$ cat config.mk
export PLATFORM = sky130hd
export DESIGN_NAME = vlb_lkp
export DESIGN_NICKNAME = d
export VERILOG_FILES = /design/src/rtl/vlb_lkp.sv
export SDC_FILE = /design/constraint.sdc
export NUM_CORES = 2
export LEC_CHECK = 0
export CELL_PAD_IN_SITES_DETAIL_PLACEMENT = 1
export CELL_PAD_IN_SITES_GLOBAL_PLACEMENT = 2
export CORE_UTILIZATION = 27
export DETAILED_ROUTE_END_ITERATION = 6
export HOLD_SLACK_MARGIN = 0.1
export PLACE_DENSITY = 0.61
export SLEW_MARGIN = 20
export SYNTH_ARGS = -nofsm -noshare
export SYNTH_HDL_FRONTEND = slang
export SYNTH_SLANG_ARGS = --single-unit
$ cat constraint.sdc
create_clock -name clock -period 12.8 [get_ports clock]
set_clock_uncertainty 0.1 [all_clocks]
set_input_delay 1.28 -clock clock [delete_from_list [all_inputs] [get_ports clock]]
set_output_delay 1.28 -clock clock [all_outputs]
set_load 0.02 [all_outputs]
$ cat src/rtl/vlb_lkp.sv
// rtl/vlb_lkp.sv - fully-associative lookaside buffer in front of the FST translation engine
// One outstanding miss at a time; the victim entry index doubles as the FST request tag.
module vlb_lkp #(
  parameter int N_ENT    = 16,
  parameter int VPN_W    = 52,
  parameter int MPN_W    = 52,
  parameter int IDX_W    = 6,
  parameter int IDX_BASE = 0
) (
  input  logic             clock,
  input  logic             reset,
  input  logic             lkp_i_valid,
  input  logic [VPN_W-1:0] lkp_i_vpn,
  output logic             lkp_o_ready,
  output logic             lkp_o_valid,
  output logic             lkp_o_hit,
  output logic             lkp_o_err,
  output logic [MPN_W-1:0] lkp_o_mpn,
  output logic [3:0]       lkp_o_attr,
  input  logic             flush_i,
  output logic             req_o_valid,
  output logic [IDX_W-1:0] req_o_bits_idx,
  output logic [VPN_W-1:0] req_o_bits_vpn,
  input  logic             resp_i_valid,
  input  logic [IDX_W-1:0] resp_i_idx,
  input  logic             resp_i_vld,
  input  logic             resp_i_err,
  input  logic [MPN_W-1:0] resp_i_mpn,
  input  logic [3:0]       resp_i_attr,
  input  logic             fill_i_valid,
  input  logic [IDX_W-1:0] fill_i_idx,
  input  logic             fill_i_vld,
  input  logic             fill_i_err,
  input  logic [MPN_W-1:0] fill_i_mpn,
  input  logic [3:0]       fill_i_attr,
  output logic [1:0]       kill_o,
  input  logic             busy_i
);
  localparam int PTR_W = $clog2(N_ENT);

  typedef enum logic [1:0] {IDLE, PEND, WAIT, DRAIN} state_t;
  state_t state, state_nxt;

  logic             up;
  logic [N_ENT-1:0] ent_vld;
  logic [N_ENT-1:0] ent_err;
  logic [VPN_W-1:0] ent_vpn  [N_ENT];
  logic [MPN_W-1:0] ent_mpn  [N_ENT];
  logic [3:0]       ent_attr [N_ENT];

  logic [PTR_W-1:0] rr_ptr, vic, vic_nxt;
  logic             vic_rr, vic_rr_nxt;
  logic [VPN_W-1:0] miss_vpn;
  logic [IDX_W-1:0] tag;

  logic             accept, hit, hit_err;
  logic [MPN_W-1:0] hit_mpn;
  logic [3:0]       hit_attr;
  logic             resp_take, fill_take, use_fill, wr_en;
  logic             wr_err;
  logic [MPN_W-1:0] wr_mpn;
  logic [3:0]       wr_attr;

  assign tag         = IDX_W'(IDX_BASE) | IDX_W'(vic);
  assign lkp_o_ready = up & (state == IDLE) & ~flush_i;
  assign accept      = lkp_i_valid & lkp_o_ready;

  assign req_o_bits_idx = req_o_valid ? tag : '0;
  assign req_o_bits_vpn = req_o_valid ? miss_vpn : '0;

  // VPNs never duplicate, so OR-reducing the matching entries selects exactly one.
  always_comb begin
    hit      = 1'b0;
    hit_err  = 1'b0;
    hit_mpn  = '0;
    hit_attr = '0;
    for (int i = 0; i < N_ENT; i++) begin
      if (ent_vld[i] && (ent_vpn[i] == lkp_i_vpn)) begin
        hit      = 1'b1;
        hit_err  = hit_err | ent_err[i];
        hit_mpn  = hit_mpn | ent_mpn[i];
        hit_attr = hit_attr | ent_attr[i];
      end
    end
  end

  always_comb begin
    vic_nxt    = rr_ptr;
    vic_rr_nxt = 1'b1;
    for (int i = N_ENT - 1; i >= 0; i--) begin
      if (!ent_vld[i]) begin
        vic_nxt    = PTR_W'(i);
        vic_rr_nxt = 1'b0;
      end
    end
  end

  // A resp with vld=0 only announces a later fill; a simultaneous valid fill takes precedence.
  always_comb begin
    resp_take = resp_i_valid & resp_i_vld & (resp_i_idx == tag);
    fill_take = fill_i_valid & (fill_i_idx == tag);
    use_fill  = fill_take & (fill_i_vld | ~resp_take);
    wr_en     = (state == WAIT) & ~flush_i & (resp_take | fill_take);
    wr_err    = use_fill ? fill_i_err  : resp_i_err;
    wr_mpn    = use_fill ? fill_i_mpn  : resp_i_mpn;
    wr_attr   = use_fill ? fill_i_attr : resp_i_attr;
  end

  always_comb begin
    state_nxt = state;
    case (state)
      IDLE:    if (accept && !hit) state_nxt = PEND;
      PEND:    if (flush_i) state_nxt = IDLE;
               else if (!busy_i) state_nxt = WAIT;
      WAIT:    if (flush_i) state_nxt = DRAIN;
               else if (resp_take || fill_take) state_nxt = IDLE;
      DRAIN:   if (!busy_i) state_nxt = IDLE;
      default: state_nxt = IDLE;
    endcase
  end

  always_ff @(posedge clock or posedge reset) begin
    if (reset) begin
      state       <= IDLE;
      up          <= 1'b0;
      ent_vld     <= '0;
      rr_ptr      <= '0;
      vic         <= '0;
      vic_rr      <= 1'b0;
      miss_vpn    <= '0;
      req_o_valid <= 1'b0;
      kill_o      <= '0;
      lkp_o_valid <= 1'b0;
      lkp_o_hit   <= 1'b0;
      lkp_o_err   <= 1'b0;
      lkp_o_mpn   <= '0;
      lkp_o_attr  <= '0;
    end else begin
      state       <= state_nxt;
      up          <= 1'b1;
      lkp_o_valid <= accept;
      if (accept) begin
        lkp_o_hit  <= hit;
        lkp_o_err  <= hit_err;
        lkp_o_mpn  <= hit_mpn;
        lkp_o_attr <= hit_attr;
      end
      if (accept && !hit) begin
        vic      <= vic_nxt;
        vic_rr   <= vic_rr_nxt;
        miss_vpn <= lkp_i_vpn;
      end
      req_o_valid <= (state == PEND) & ~busy_i & ~flush_i;
      kill_o      <= {flush_i & (state == WAIT), flush_i};
      if (flush_i) ent_vld <= '0;
      else if (wr_en) ent_vld[vic] <= 1'b1;
      if (wr_en && vic_rr) rr_ptr <= rr_ptr + PTR_W'(1);
    end
  end

  always_ff @(posedge clock) begin
    if (wr_en) begin
      ent_vpn[vic]  <= miss_vpn;
      ent_mpn[vic]  <= wr_mpn;
      ent_err[vic]  <= wr_err;
      ent_attr[vic] <= wr_attr;
    end
  end
endmodule

Yosys cells after proc, flatten, opt, wreduce, memory -nomap -nowiden
Memories as Yosys holds them, arrays and structs flattened.
Index checks and enable logic that the tools add are counted.
W data, S select, Z words.

operators by class
  eq/ne operators = 25
  $mul = 0
  reductions and logical operators = 24
  divide/modulo/power cells = 0
  muxes and demuxes = 115
  order comparisons = 2
  shift-type cells = 0
  bitwise operators = 63
  add/sub/neg operators = 1

operators by type and width
  operator               count
  $mux W52               18
  $eq A52 B52 Y1         16
  $or A52 B52 Y52        15
  $mux W4                34
  $or A4 B4 Y4           15
  $mux W1                52
  $mux W16               2
  $logic_and A1 B1 Y1    19
  $or A1 B1 Y1           17
  $bwmux W16             1
  $or A16 B16 Y16        1
  $and A1 B1 Y1          12
  $eq A6 B4 Y1           2
  $mux W2                6
  $pmux W2 S4            1
  $lt A4 B5 Y1 const B   1
  $add A4 B1 Y4 const B  1
  $demux W1 S4           1
  $eq A2 B2 Y1 const B   2
  $ge A4 B1 Y1 const B   1
  $reduce_and A4 Y1      1
  $ne A3 B2 Y1 const B   1
  $ne A3 B3 Y1 const B   1
  $not A1 Y1             3
  7 further kinds        7

word-level totals
  input port bits = 187
  flip-flop bits (word level) = 158
  memories = 3
  latch bits = 0
  output and inout bits = 121
  word-level logic and storage cells = 248
  bits in read-only memories = 0
  bits in writable memories = 1728

memory list
  name      words  width  rd ports  clocked after Yosys merged registers in  write ports  line  RTL
  ent_mpn   16     52     16        0                                        1            48    logic [MPN_W-1:0] ent_mpn [N_ENT];
  ent_vpn   16     52     16        0                                        1            47    logic [VPN_W-1:0] ent_vpn [N_ENT];
  ent_attr  16     4      16        0                                        1            49    logic [3:0] ent_attr [N_ENT];

Logic depth before layout (Yosys ltp)
An unclocked memory read counts as a cell.

  word-level depth = 34
  depth in mapped cells = 13
  mapped depth without buffers = 8

Worst setup path after synthesis
No wires, ideal clock.

  kind = input to register
  from = input port fill_i_idx[2]
  to = memory ent_attr[0][0] (enable)
  path slack = 1.954 ns
  stages on the path = 7
  arrival = 10.036 ns
  data required time = 11.990 ns
  path buffers = 0
  library setup time = 0.710 ns
  cells stage by stage = xor2_1 -> nor3_1 -> nand4_1 -> a21oi_1 -> and2_0 -> or3b_2 -> nor3_1

between the ends
  cells in the longest elaborated chain, start to end = 6

ends and longest elaborated chain
  what                           line  RTL
  start: declaration             31    input logic [IDX_W-1:0] fill_i_idx,
  $eq A6 B4 Y1                   101   fill_take = fill_i_valid & (fill_i_idx == tag);
  $and A1 B1 Y1                  101
  $or A1 B1 Y1                   103   wr_en = (state == WAIT) & ~flush_i & (resp_take | fill_take);
  $and A1 B1 Y1                  103
  $mux W1                        162   if (wr_en) begin
  $mux W1 (not written as such)  166   ent_attr[vic] <= wr_attr;
  end: declaration               49

Every way passes these cells.

Worst setup path in the final report
  from = input port lkp_i_vpn[18]
  to = register miss_vpn[32]

between the ends
  cells in the longest elaborated chain, start to end = 20
  elaborated cells between the ends (all ways) = 50
  those cells by class = eq/ne: 16; mux: 16; reduce/logical: 18

ends and longest elaborated chain
  what                    line  RTL
  start: declaration      13    input logic [VPN_W-1:0] lkp_i_vpn,
  $eq A52 B52 Y1          78    if (ent_vld[i] && (ent_vpn[i] == lkp_i_vpn)) begin
  $logic_and A1 B1 Y1     78
  $mux W1 (15 in series)  78
  $mux W1 *               78
  $logic_not A1 Y1 *      148   if (accept && !hit) begin
  $logic_and A1 B1 Y1 *   148
  end signal: assignment  151   miss_vpn <= lkp_i_vpn;
  end: declaration        53    logic [VPN_W-1:0] miss_vpn;

Every way passes the cells marked *; elsewhere a longest branch is shown, timed or not.
A chain may end at the register's enable or synchronous reset.

==> flow_summary.yaml <==
route:
  vias_per_cell: 5.21
  drt-initial-drc-count: 5564
  avgRoutedWirePerCell_um: 33.8
  vias: 44460
  wirelength_mm: 289
  drcViolationCount: 0
  drt_pass1_iterations: 7
  detail-route-antenna-nets: 0
worst_setup_path:
  r2r_start: "vic[2]"
  endpoint_kind: "flop"
  critical_path_required_ps: 13430
  reg2reg_setup_slack_ps: 7430
  reg2reg_depth: 10
  cp.arrival_ps: 6930
  endpoint: "miss_vpn[32]"
  crit_start: "lkp_i_vpn[18]"
  cp-start-kind: "primary input"
  worst_r2r_endpoint: "ent_vpn[4][25]"
  crit_type: "in -> reg"
  worstPathMaxFanout: 32
logic_synthesis:
  synth-main-ff-cell: "edfxtp_1"
  ys_ff_latch: 1886
  ys_async_sr_fraction_pct: 7.53
  yosys.area.top_type: "edfxtp_1"
  synthCells: 4322
  ys_seq_area_share_pct: 75.4
  synth_edf_count: 1744
  syn_area_um2: 74200
  synth_commonest_cells: "1,744 x edfxtp_1, 615 x xor2_1, 179 x a22oi_1"
  synth_top_area_share_pct: 70.6
  ys.warnings.count: 0
  synth_area_per_cell_um2: 17.2
  yosysMostFrequentCell: "edfxtp_1"
  synth.distinct_cells: 68
  synth_area_leaders: "edfxtp_1 71%, xor2_1 7.3%, dfrtp_1 4.8%, a22oi_1 1.8%, mux2_2 1.6%"
status:
  status: "finished clean"
timing:
  rsz0062_at_grt: "no"
  fmax_mhz: 159
  min_period_ps: 6300
  slew_headroom_pct: 8.29
  finalCritPeriodShare_pct: 49.2
  setup_viol: 0
  tightest_slew_ps: 1360
  fin_tns_setup_ps: 0
  finalMaxSlewViolations: 0
  final-hold-violation-count: 0
die:
  dieArea_um2: 277000
  pin_count: 308
  core_area_um2: 273000
  fp.dieW_um: 526
  rows: 192
  start_util_pct: 27.1
  fp.dieH_um: 526
final_layout:
  final.fill_count: 27879
  nets: 4951
  final-seq-area_um2: 55900
  multi_input_area_um2: 17000
  synthToLayoutAreaGrowth_pct: 19.5
  drive_gt1_share_pct: 13.0
  final_cells: 8533
clocking:
  cts_hold_buf: 0
  cts_buffer_depth: 3
  cts.reportedPaths.clkPinSlew_ps: 60
  cts_resized: 0
  clock_sinks: 1886
  cts_htree_levels: 4
  cts-root-buf: "clkbuf_16"
  cts_buffers: 199
  cts_tree: "built"
  postCtsSetupBuffers: 0
  insertion_delay_ps: 870
place:
  post-place-cells: 8151
  gp_congestion: 0.824
  post-dp-hpwl_mm: 159
  io_buffers: 305
min_path:
  whs_path_depth: 1
  hold_class: "reg -> reg"
global_routing:
  antenna_found_initial: 27
  grt.overflow.total: 0
  gr-usage-all-layers_pct: 20.4
  grt_pass1_vias: 43731
  grt_max_degree: 110
  grt_pass1_wl_mm: 389
pwr:
  powerDensity_nw_per_um2: 174
  p_leak_uw: 0.0286
  peakVddDrop_uv: 169
job:
  drv_cap: 0
-- sequential cells by signal, indices dropped and copies added, names as in the netlist, 4 cells and up --
signal	count
lkp_o_mpn	52
ent_mpn	832
vic	4
ent_err	16
rr_ptr	4
miss_vpn	52
ent_vpn	832
ent_attr	64
ent_vld	16
lkp_o_attr	4
-- area by class of cell --
cell class / instances / area share (%)
sequential: 1886 / 63.1
multi-input combinational: 2131 / 19.2
clock buffer: 282 / 6.25
timing repair buffer: 487 / 5.12
tap: 3589 / 5.06
clock inverter: 92 / 1.02
inverter: 58 / 0.257
antenna: 8 / 0.0226
-- logic make-up after synthesis --
kind of cell    after synthesis  share of synthesized area [%]
flops                      1886                           75.4
xor+xnor                    741                           8.75
simple gates                677                           5.48
compound gates              594                           6.58
buf+inv                     306                           2.06
mux                         115                           1.75
other cells                   2                         0.0101
fa+ha+maj                     1                         0.0169
-- cells in the final DEF (no fill, tap or decap), drive strengths merged, types with 70 or more instances in the layout --
cell type,netlist,final
a221oi,80,80
xnor2,126,126
clkbuf,62,282
nand4,141,141
nor4,177,177
xor2,615,615
edfxtp,1744,1744
clkdlybuf4s50,0,304
buf,186,183
dfrtp,142,142
mux2,115,115
clkinv,0,70
a22oi,179,179
-- worst max-delay path: stages --
cell	delay, ps
clkdlybuf4s50_1	450
buf_4	490
xor2_1	150
nor4_1	1150
nand4_1	650
nor4_4	450
buf_4	410
and2_2	230
nor4_1	70
nand3_4	490
buf_4	560
mux2_2	400
-- metal layers --
layer	GRT usage [%]	vias to the layer above	share of wire (%)
li1	-	17875	-
met1	28.2	24341	43
met4	4.75	0	2.1
met2	33.6	1939	48
met5	0	-	0
met3	2.96	305	7.2
-- power breakdown --
part | switching [uW] | internal [uW]
logic | 1450 | 513
clock network | 2520 | 3240
registers | 392 | 7300
-- worst min-delay path by stage --
stage                        from             to  slack (ps)
finish              lkp_o_mpn[44]  lkp_o_mpn[44]         380
global route        lkp_o_mpn[44]  lkp_o_mpn[44]         410
CTS                 lkp_o_mpn[44]  lkp_o_mpn[44]         380
detailed placement  lkp_o_mpn[44]  lkp_o_mpn[44]         370
global placement     lkp_o_mpn[4]   lkp_o_mpn[4]         370
floorplan               rr_ptr[3]      rr_ptr[3]         350
-- through the flow --
stage               hold WS, ps  power [uW]  worst slack (ps)  instance area (um2)  util, %
finish                      378       15400              6500                88700     32.4
global route                412       15700              6530                88700     32.4
CTS                         385       15500              6700                88700     32.4
detailed placement          370        9760              5810                82200     30.1
global placement            365        9740              5790                82200     30.1
floorplan                   346        8200              1950                74200        -
Power figures use the tool's default switching activity.
